===== config.mk =====
export PLATFORM = sky130hd
export DESIGN_NAME = komut_cozucu_kuyruklu
export DESIGN_NICKNAME = d
export VERILOG_FILES = /design/src/rtl/komut_cozucu_kuyruklu.sv
export SDC_FILE = /design/constraint.sdc
export NUM_CORES = 1
export LEC_CHECK = 0
export CAP_MARGIN = 0
export CORE_MARGIN = 2
export CORE_UTILIZATION = 35
export CTS_BUF_LIST = sky130_fd_sc_hd__clkbuf_8
export DETAILED_ROUTE_END_ITERATION = 10
export PLACE_DENSITY = 0.53
export SLEW_MARGIN = 30
export SYNTH_ARGS = -nofsm -noshare
export SYNTH_HDL_FRONTEND = slang
export SYNTH_SLANG_ARGS = --single-unit

===== constraint.sdc =====
create_clock -name clk -period 6.2 [get_ports clk]
set_clock_uncertainty 0.05 [all_clocks]
set_input_delay 1.24 -clock clk [delete_from_list [all_inputs] [get_ports clk]]
set_output_delay 1.24 -clock clk [all_outputs]
set_load 0.03 [all_outputs]

===== src/rtl/komut_cozucu_kuyruklu.sv =====
// Buffered RV32I decoder: FIFO in front of a registered decode stage.
// Optional flush input enabled by defining KOMUT_BOSALT_EN.
module komut_cozucu_kuyruklu #(
   parameter int DEPTH   = 4,
   parameter int SAYAC_W = 8
) (
   input  logic                         clk,
   input  logic                         rst_n,
`ifdef KOMUT_BOSALT_EN
   input  logic                         bosalt,
`endif
   input  logic                         giris_gecerli,
   output logic                         giris_hazir,
   input  logic [31:0]                  komut,
   output logic                         cikis_gecerli,
   input  logic                         cikis_hazir,
   output logic [6:0]                   opcode,
   output logic [3:0]                   aluop,
   output logic [4:0]                   rs1,
   output logic [4:0]                   rs2,
   output logic [4:0]                   rd,
   output logic [31:0]                  imm,
   output logic [2:0]                   format,
   output logic                         hata,
   output logic [$clog2(DEPTH+1)-1:0]   doluluk,
   output logic [SAYAC_W-1:0]           hata_sayisi
);

   localparam int AW = $clog2(DEPTH);
   localparam int CW = $clog2(DEPTH+1);
   localparam logic [CW-1:0] DOLU = CW'(DEPTH);

   localparam logic [6:0] OP_R     = 7'b0110011;
   localparam logic [6:0] OP_IALU  = 7'b0010011;
   localparam logic [6:0] OP_LOAD  = 7'b0000011;
   localparam logic [6:0] OP_JALR  = 7'b1100111;
   localparam logic [6:0] OP_STORE = 7'b0100011;
   localparam logic [6:0] OP_BR    = 7'b1100011;
   localparam logic [6:0] OP_LUI   = 7'b0110111;
   localparam logic [6:0] OP_AUIPC = 7'b0010111;
   localparam logic [6:0] OP_JAL   = 7'b1101111;

   localparam logic [2:0] F_R   = 3'd0;
   localparam logic [2:0] F_I   = 3'd1;
   localparam logic [2:0] F_S   = 3'd2;
   localparam logic [2:0] F_B   = 3'd3;
   localparam logic [2:0] F_U   = 3'd4;
   localparam logic [2:0] F_J   = 3'd5;
   localparam logic [2:0] F_ILL = 3'd7;

   logic [31:0]         mem_q [DEPTH];
   logic [AW-1:0]       wr_ptr_q, wr_ptr_d;
   logic [AW-1:0]       rd_ptr_q, rd_ptr_d;
   logic [CW-1:0]       sayi_q, sayi_d;

   logic                gecerli_q;
   logic [6:0]          opcode_q;
   logic [3:0]          aluop_q;
   logic [4:0]          rs1_q, rs2_q, rd_q;
   logic [31:0]         imm_q;
   logic [2:0]          format_q;
   logic                hata_q;
   logic [SAYAC_W-1:0]  hata_sayisi_q, hata_sayisi_d;

   logic                bosalt_w;
   logic                yaz, yukle, teslim;

   logic [31:0]         bas;
   logic [6:0]          op;
   logic [2:0]          f3;
   logic [6:0]          f7;
   logic [2:0]          format_d;
   logic                hata_d;
   logic [3:0]          aluop_d;
   logic [4:0]          rs1_d, rs2_d, rd_d;
   logic [31:0]         imm_d;

`ifdef KOMUT_BOSALT_EN
   assign bosalt_w = bosalt;
`else
   assign bosalt_w = 1'b0;
`endif

   assign giris_hazir = (sayi_q != DOLU) && !bosalt_w;
   assign yaz         = giris_gecerli && giris_hazir;
   assign yukle       = (sayi_q != '0) && (!gecerli_q || cikis_hazir)
                        && !bosalt_w;
   assign teslim      = gecerli_q && cikis_hazir;

   always_comb begin
      wr_ptr_d = yaz   ? wr_ptr_q + 1'b1 : wr_ptr_q;
      rd_ptr_d = yukle ? rd_ptr_q + 1'b1 : rd_ptr_q;
      sayi_d   = sayi_q;
      unique case ({yaz, yukle})
         2'b10:   sayi_d = sayi_q + CW'(1);
         2'b01:   sayi_d = sayi_q - CW'(1);
         default: sayi_d = sayi_q;
      endcase
      if (bosalt_w) begin
         wr_ptr_d = '0;
         rd_ptr_d = '0;
         sayi_d   = '0;
      end
   end

   always_ff @(posedge clk) begin
      if (yaz) mem_q[wr_ptr_q] <= komut;
   end

   always_ff @(posedge clk or negedge rst_n) begin
      if (!rst_n) begin
         wr_ptr_q <= '0;
         rd_ptr_q <= '0;
         sayi_q   <= '0;
      end else begin
         wr_ptr_q <= wr_ptr_d;
         rd_ptr_q <= rd_ptr_d;
         sayi_q   <= sayi_d;
      end
   end

   // Decode the FIFO head so the stage can load it in one edge.
   always_comb begin
      bas      = mem_q[rd_ptr_q];
      op       = bas[6:0];
      f3       = bas[14:12];
      f7       = bas[31:25];
      format_d = F_ILL;
      hata_d   = 1'b1;
      aluop_d  = '0;
      unique case (1'b1)
         op == OP_R: begin
            format_d = F_R;
            hata_d   = !((f7 == 7'h00) ||
                         ((f7 == 7'h20) && ((f3 == 3'b000) || (f3 == 3'b101))));
            aluop_d  = {bas[30], f3};
         end
         op == OP_IALU: begin
            format_d = F_I;
            hata_d   = ((f3 == 3'b001) && (f7 != 7'h00)) ||
                       ((f3 == 3'b101) && (f7 != 7'h00) && (f7 != 7'h20));
            aluop_d  = {(f3 == 3'b101) ? bas[30] : 1'b0, f3};
         end
         op == OP_LOAD: begin
            format_d = F_I;
            hata_d   = (f3 == 3'b011) || (f3 == 3'b110) || (f3 == 3'b111);
         end
         op == OP_JALR: begin
            format_d = F_I;
            hata_d   = (f3 != 3'b000);
         end
         op == OP_STORE: begin
            format_d = F_S;
            hata_d   = (f3 >= 3'b011);
         end
         op == OP_BR: begin
            format_d = F_B;
            hata_d   = (f3 == 3'b010) || (f3 == 3'b011);
         end
         (op == OP_LUI) || (op == OP_AUIPC): begin
            format_d = F_U;
            hata_d   = 1'b0;
         end
         op == OP_JAL: begin
            format_d = F_J;
            hata_d   = 1'b0;
         end
         default: begin
            format_d = F_ILL;
            hata_d   = 1'b1;
         end
      endcase

      rs1_d = ((format_d == F_U) || (format_d == F_J)) ? 5'd0 : bas[19:15];
      rs2_d = ((format_d == F_R) || (format_d == F_S) || (format_d == F_B))
              ? bas[24:20] : 5'd0;
      rd_d  = ((format_d == F_S) || (format_d == F_B)) ? 5'd0 : bas[11:7];

      unique case (format_d)
         F_I:     imm_d = {{20{bas[31]}}, bas[31:20]};
         F_S:     imm_d = {{20{bas[31]}}, bas[31:25], bas[11:7]};
         F_B:     imm_d = {{19{bas[31]}}, bas[31], bas[7],
                           bas[30:25], bas[11:8], 1'b0};
         F_U:     imm_d = {bas[31:12], 12'd0};
         F_J:     imm_d = {{11{bas[31]}}, bas[31], bas[19:12],
                           bas[20], bas[30:21], 1'b0};
         default: imm_d = '0;
      endcase

      if (hata_d) begin
         format_d = F_ILL;
         aluop_d  = '0;
         rs1_d    = '0;
         rs2_d    = '0;
         rd_d     = '0;
         imm_d    = '0;
      end
   end

   always_ff @(posedge clk or negedge rst_n) begin
      if (!rst_n) begin
         gecerli_q <= 1'b0;
         opcode_q  <= '0;
         aluop_q   <= '0;
         rs1_q     <= '0;
         rs2_q     <= '0;
         rd_q      <= '0;
         imm_q     <= '0;
         format_q  <= '0;
         hata_q    <= 1'b0;
      end else if (bosalt_w) begin
         gecerli_q <= 1'b0;
      end else if (yukle) begin
         gecerli_q <= 1'b1;
         opcode_q  <= op;
         aluop_q   <= aluop_d;
         rs1_q     <= rs1_d;
         rs2_q     <= rs2_d;
         rd_q      <= rd_d;
         imm_q     <= imm_d;
         format_q  <= format_d;
         hata_q    <= hata_d;
      end else if (teslim) begin
         gecerli_q <= 1'b0;
      end
   end

   // Count illegal words as the consumer takes them; stick at all-ones.
   always_comb begin
      hata_sayisi_d = hata_sayisi_q;
      if (teslim && hata_q && !(&hata_sayisi_q))
         hata_sayisi_d = hata_sayisi_q + 1'b1;
   end

   always_ff @(posedge clk or negedge rst_n) begin
      if (!rst_n) hata_sayisi_q <= '0;
      else        hata_sayisi_q <= hata_sayisi_d;
   end

   assign cikis_gecerli = gecerli_q;
   assign opcode        = opcode_q;
   assign aluop         = aluop_q;
   assign rs1           = rs1_q;
   assign rs2           = rs2_q;
   assign rd            = rd_q;
   assign imm           = imm_q;
   assign format        = format_q;
   assign hata          = hata_q;
   assign doluluk       = sayi_q;
   assign hata_sayisi   = hata_sayisi_q;

endmodule

==> impl_metrics.json <==
{
  "die_h_um": 160,
  "synth_most_common_cell": "edfxtp_1",
  "switching_share": 0.363,
  "antenna_found_initial": 0,
  "status": "finished clean",
  "synth_nets": 583,
  "grt_overflow": 0,
  "ys_ff_latch": 206,
  "final_antenna_net_count": 0,
  "synth_compound_area_frac": 0.0992,
  "vias": 5191,
  "p_sw_w": 0.00170,
  "pwr-share-seq": 0.402,
  "clockPowerShare": 0.243,
  "gp_congestion": 0.794,
  "synthCells": 537,
  "synth_top_family_by_area": "compound AO/OA/AOI/OAI gates",
  "core_area_sq_um": 23600,
  "n_antenna_cell": 0,
  "synth_fa_ha_area_frac": 0.0157,
  "netlist.area_leader.share": 0.454,
  "grt_pass1_vias": 5452,
  "clk_latency_ps": 520,
  "p_per_area_nw_per_um2": 444,
  "setup_viol_count_final": 0,
  "hold_viol_final": 0,
  "yosysUniqueCellTypes": 56,
  "placed_cells_incl_taps": 943,
  "synthSimpleGateAreaFrac": 0.0716,
  "place_ws_ps": 1840,
  "synthTopCellsByArea": "edfxtp_1 45%, dfrtp_1 23%, mux4_2 8.5%",
  "cts.sinks": 206,
  "syn_area_sq_um": 8470,
  "routed_wl_mm": 19.8,
  "hold_buffers": 0,
  "clock_path_buffers": 3,
  "dp_hpwl_mm": 12.9,
  "crit_required_ps": 6580,
  "irDropWorstVdd_mv": 0.166,
  "track_usage": 0.157,
  "ys_seq_area_frac": 0.684,
  "fin_util": 0.448,
  "die_w_um": 160,
  "cts_max_level": 2,
  "rsz0062_at_grt": "no",
  "synth-xor-area-share": 0.0145,
  "cp-end-kind": "flop",
  "fmax_ghz": 0.228,
  "drtIter0Drc": 332,
  "syn_to_final_growth_pct": 24.7,
  "async_reset_ff_frac": 0.379,
  "post_cts_resized": 0,
  "slew_viol_final": 0,
  "p_int_w": 0.00299,
  "die_area_sq_um": 25500,
  "cts_tree": "yes",
  "fin_ws_ps": 1820,
  "drc": 0,
  "drt-pass1-iter-count": 4,
  "start_kind": "flop",
  "ys.flop_type": "edfxtp_1",
  "synth_warnings": 0,
  "p_comb_frac": 0.355,
  "drive_gt1_frac": 0.191,
  "grt_max_degree": 79,
  "syn_avg_cell_area_sq_um": 15.8,
  "min_period_ps": 4380,
  "synth_area_leader_cell": "edfxtp_1",
  "critical_path.cell_chain": "buf_4 -> mux4_2 -> nor3b_1 -> o211ai_2 -> ha_1 -> or4b_1 -> a21oi_1 -> a41oi_1 -> o21ai_2",
  "cts_made_buffers": 36,
  "cp_slowest_cell": "a21oi_1",
  "fin_cells": 1006,
  "min_from": "imm[19]",
  "final.period_utilization": 0.706,
  "worstPathArrival_ps": 4750,
  "cts_setup_buffers": 0,
  "cap_violations": 0,
  "r2r_start": "rd_ptr_q[1]",
  "worst_pin_slew_ps": 863,
  "netlist_top_cells_count": "128 x edfxtp_1, 78 x dfrtp_1, 73 x nand2_1",
  "hp-class": "reg2reg",
  "grt_pass1_wl_mm": 31.0,
  "cts_root_buffer": "clkbuf_8",
  "core.rowCount": 56,
  "vias_per_cell": 5.16,
  "cts.reportedPaths.clkPinSlew_ps": 50,
  "critical_path_peak_fanout": 24,
  "slew_headroom": 0.425,
  "synth.area.mux_share": 0.0899,
  "start_util": 0.359,
  "wire_per_inst_um": 19.7,
  "worst-setup-path-type": "reg2reg",
  "cpPeakStageDelay_ps": 730,
  "io_pins": 111,
  "tns_ps": 0,
  "leakage_nw": 3.91,
  "fin_nets": 708,
  "synth_edf_count": 128,
  "cp-startpoint": "rd_ptr_q[1]",
  "port_buffers": 110
}
==> metrics by stage <==
stage	cell area [sq um]	power, W	hold slack, ps
floorplan	8470	0.00299	530
global placement	9880	0.00355	414
detailed placement	9900	0.00359	421
CTS	10600	0.00476	433
global route	10600	0.00495	467
finish	10600	0.00469	429
==> critical path: cells and delay by family (launching register included) <==
kind,cells,cell delay [ps]
muxes,1,500
and+or+nand+nor,2,960
DFF,1,680
buffers and inverters,1,450
AOI/OAI and AO/OA,4,1280
adders and majority gates,1,340
==> cells by family after synthesis <==
group	Yosys count
simple gates	125
flops	206
mux	36
fa+ha+maj	10
buf+inv	45
compound gates	101
xor+xnor	14
==> power groups by stage <==
stage / clock network, W / registers [W] / logic, W
5_1_grt: 0.00125 / 0.00192 / 0.00179
2_1_floorplan: 0 / 0.00202 / 0.000970
6_report: 0.00114 / 0.00189 / 0.00166
3_5_place_dp: 0 / 0.00192 / 0.00167
3_3_place_gp: 0 / 0.00191 / 0.00164
4_1_cts: 0.00118 / 0.00189 / 0.00168
==> layout by cell type, fill, tap and decap left out, types with 3 or more instances in the layout <==
master           synthesis  routed
a31oi_1                 13      13
clkinv_2                 0       3
o21ai_0                  5       5
clkbuf_8                 0      42
xnor2_1                 10      10
ha_1                     9       9
nor2_1                  12      12
clkinv_1                 1       4
nor2b_1                  3       3
mux2i_1                  3       3
dfrtp_1                 78      77
a22oi_1                  4       4
buf_4                    1       8
clkdlybuf4s50_1          0     109
mux4_2                  32      32
a32o_1                  19      19
nand2_1                 73      73
xor2_1                   4       4
a21oi_1                  5       5
nand3_1                  3       3
a41oi_1                 11      11
edfxtp_1               128     128
inv_1                   12      25
and3_1                  12      12
o21ai_2                 30      30
==> worst paths after layout <==
| check | to | slack (ps) | depth (start not counted) |
|---|---|---|---|
| max | imm[21] | 1820 | 9 |
| min | imm[19] | 430 | 2 |
| max reg2reg | imm[21] | 1820 | 9 |
| min reg2reg | imm[19] | 430 | 2 |
| max in group asynchronous | imm[19] | 4870 | 1 |
| min in group asynchronous | wr_ptr_q[1] | 700 | 1 |
==> flip-flops by register name, summed over array words and instances, names as in the netlist <==
register	count
rd	5
doluluk	3
rd_ptr_q	2
mem_q	128
rs2	5
hata	1
format	3
hata_sayisi	8
opcode	7
rs1	5
cikis_gecerli	1
aluop	4
imm	32
wr_ptr_q	2
==> per-layer routing <==
layer / routed length, um / global-route usage
met1: 8410 / 0.202
met2: 9710 / 0.261
met3: 1160 / 0.0302
met4: 541 / 0.0657
met5: 0 / 0
==> final cells by class <==
type | count | area (sq um)
fill | 2144 | 13000
sequential | 206 | 5800
timing repair buffer | 119 | 1170
tap | 319 | 399
inverter | 13 | 48.8
clock inverter | 21 | 92.6
multi-input combinational | 286 | 2480
clock buffer | 42 | 578
Note: power is estimated with default switching activity, not from simulation.
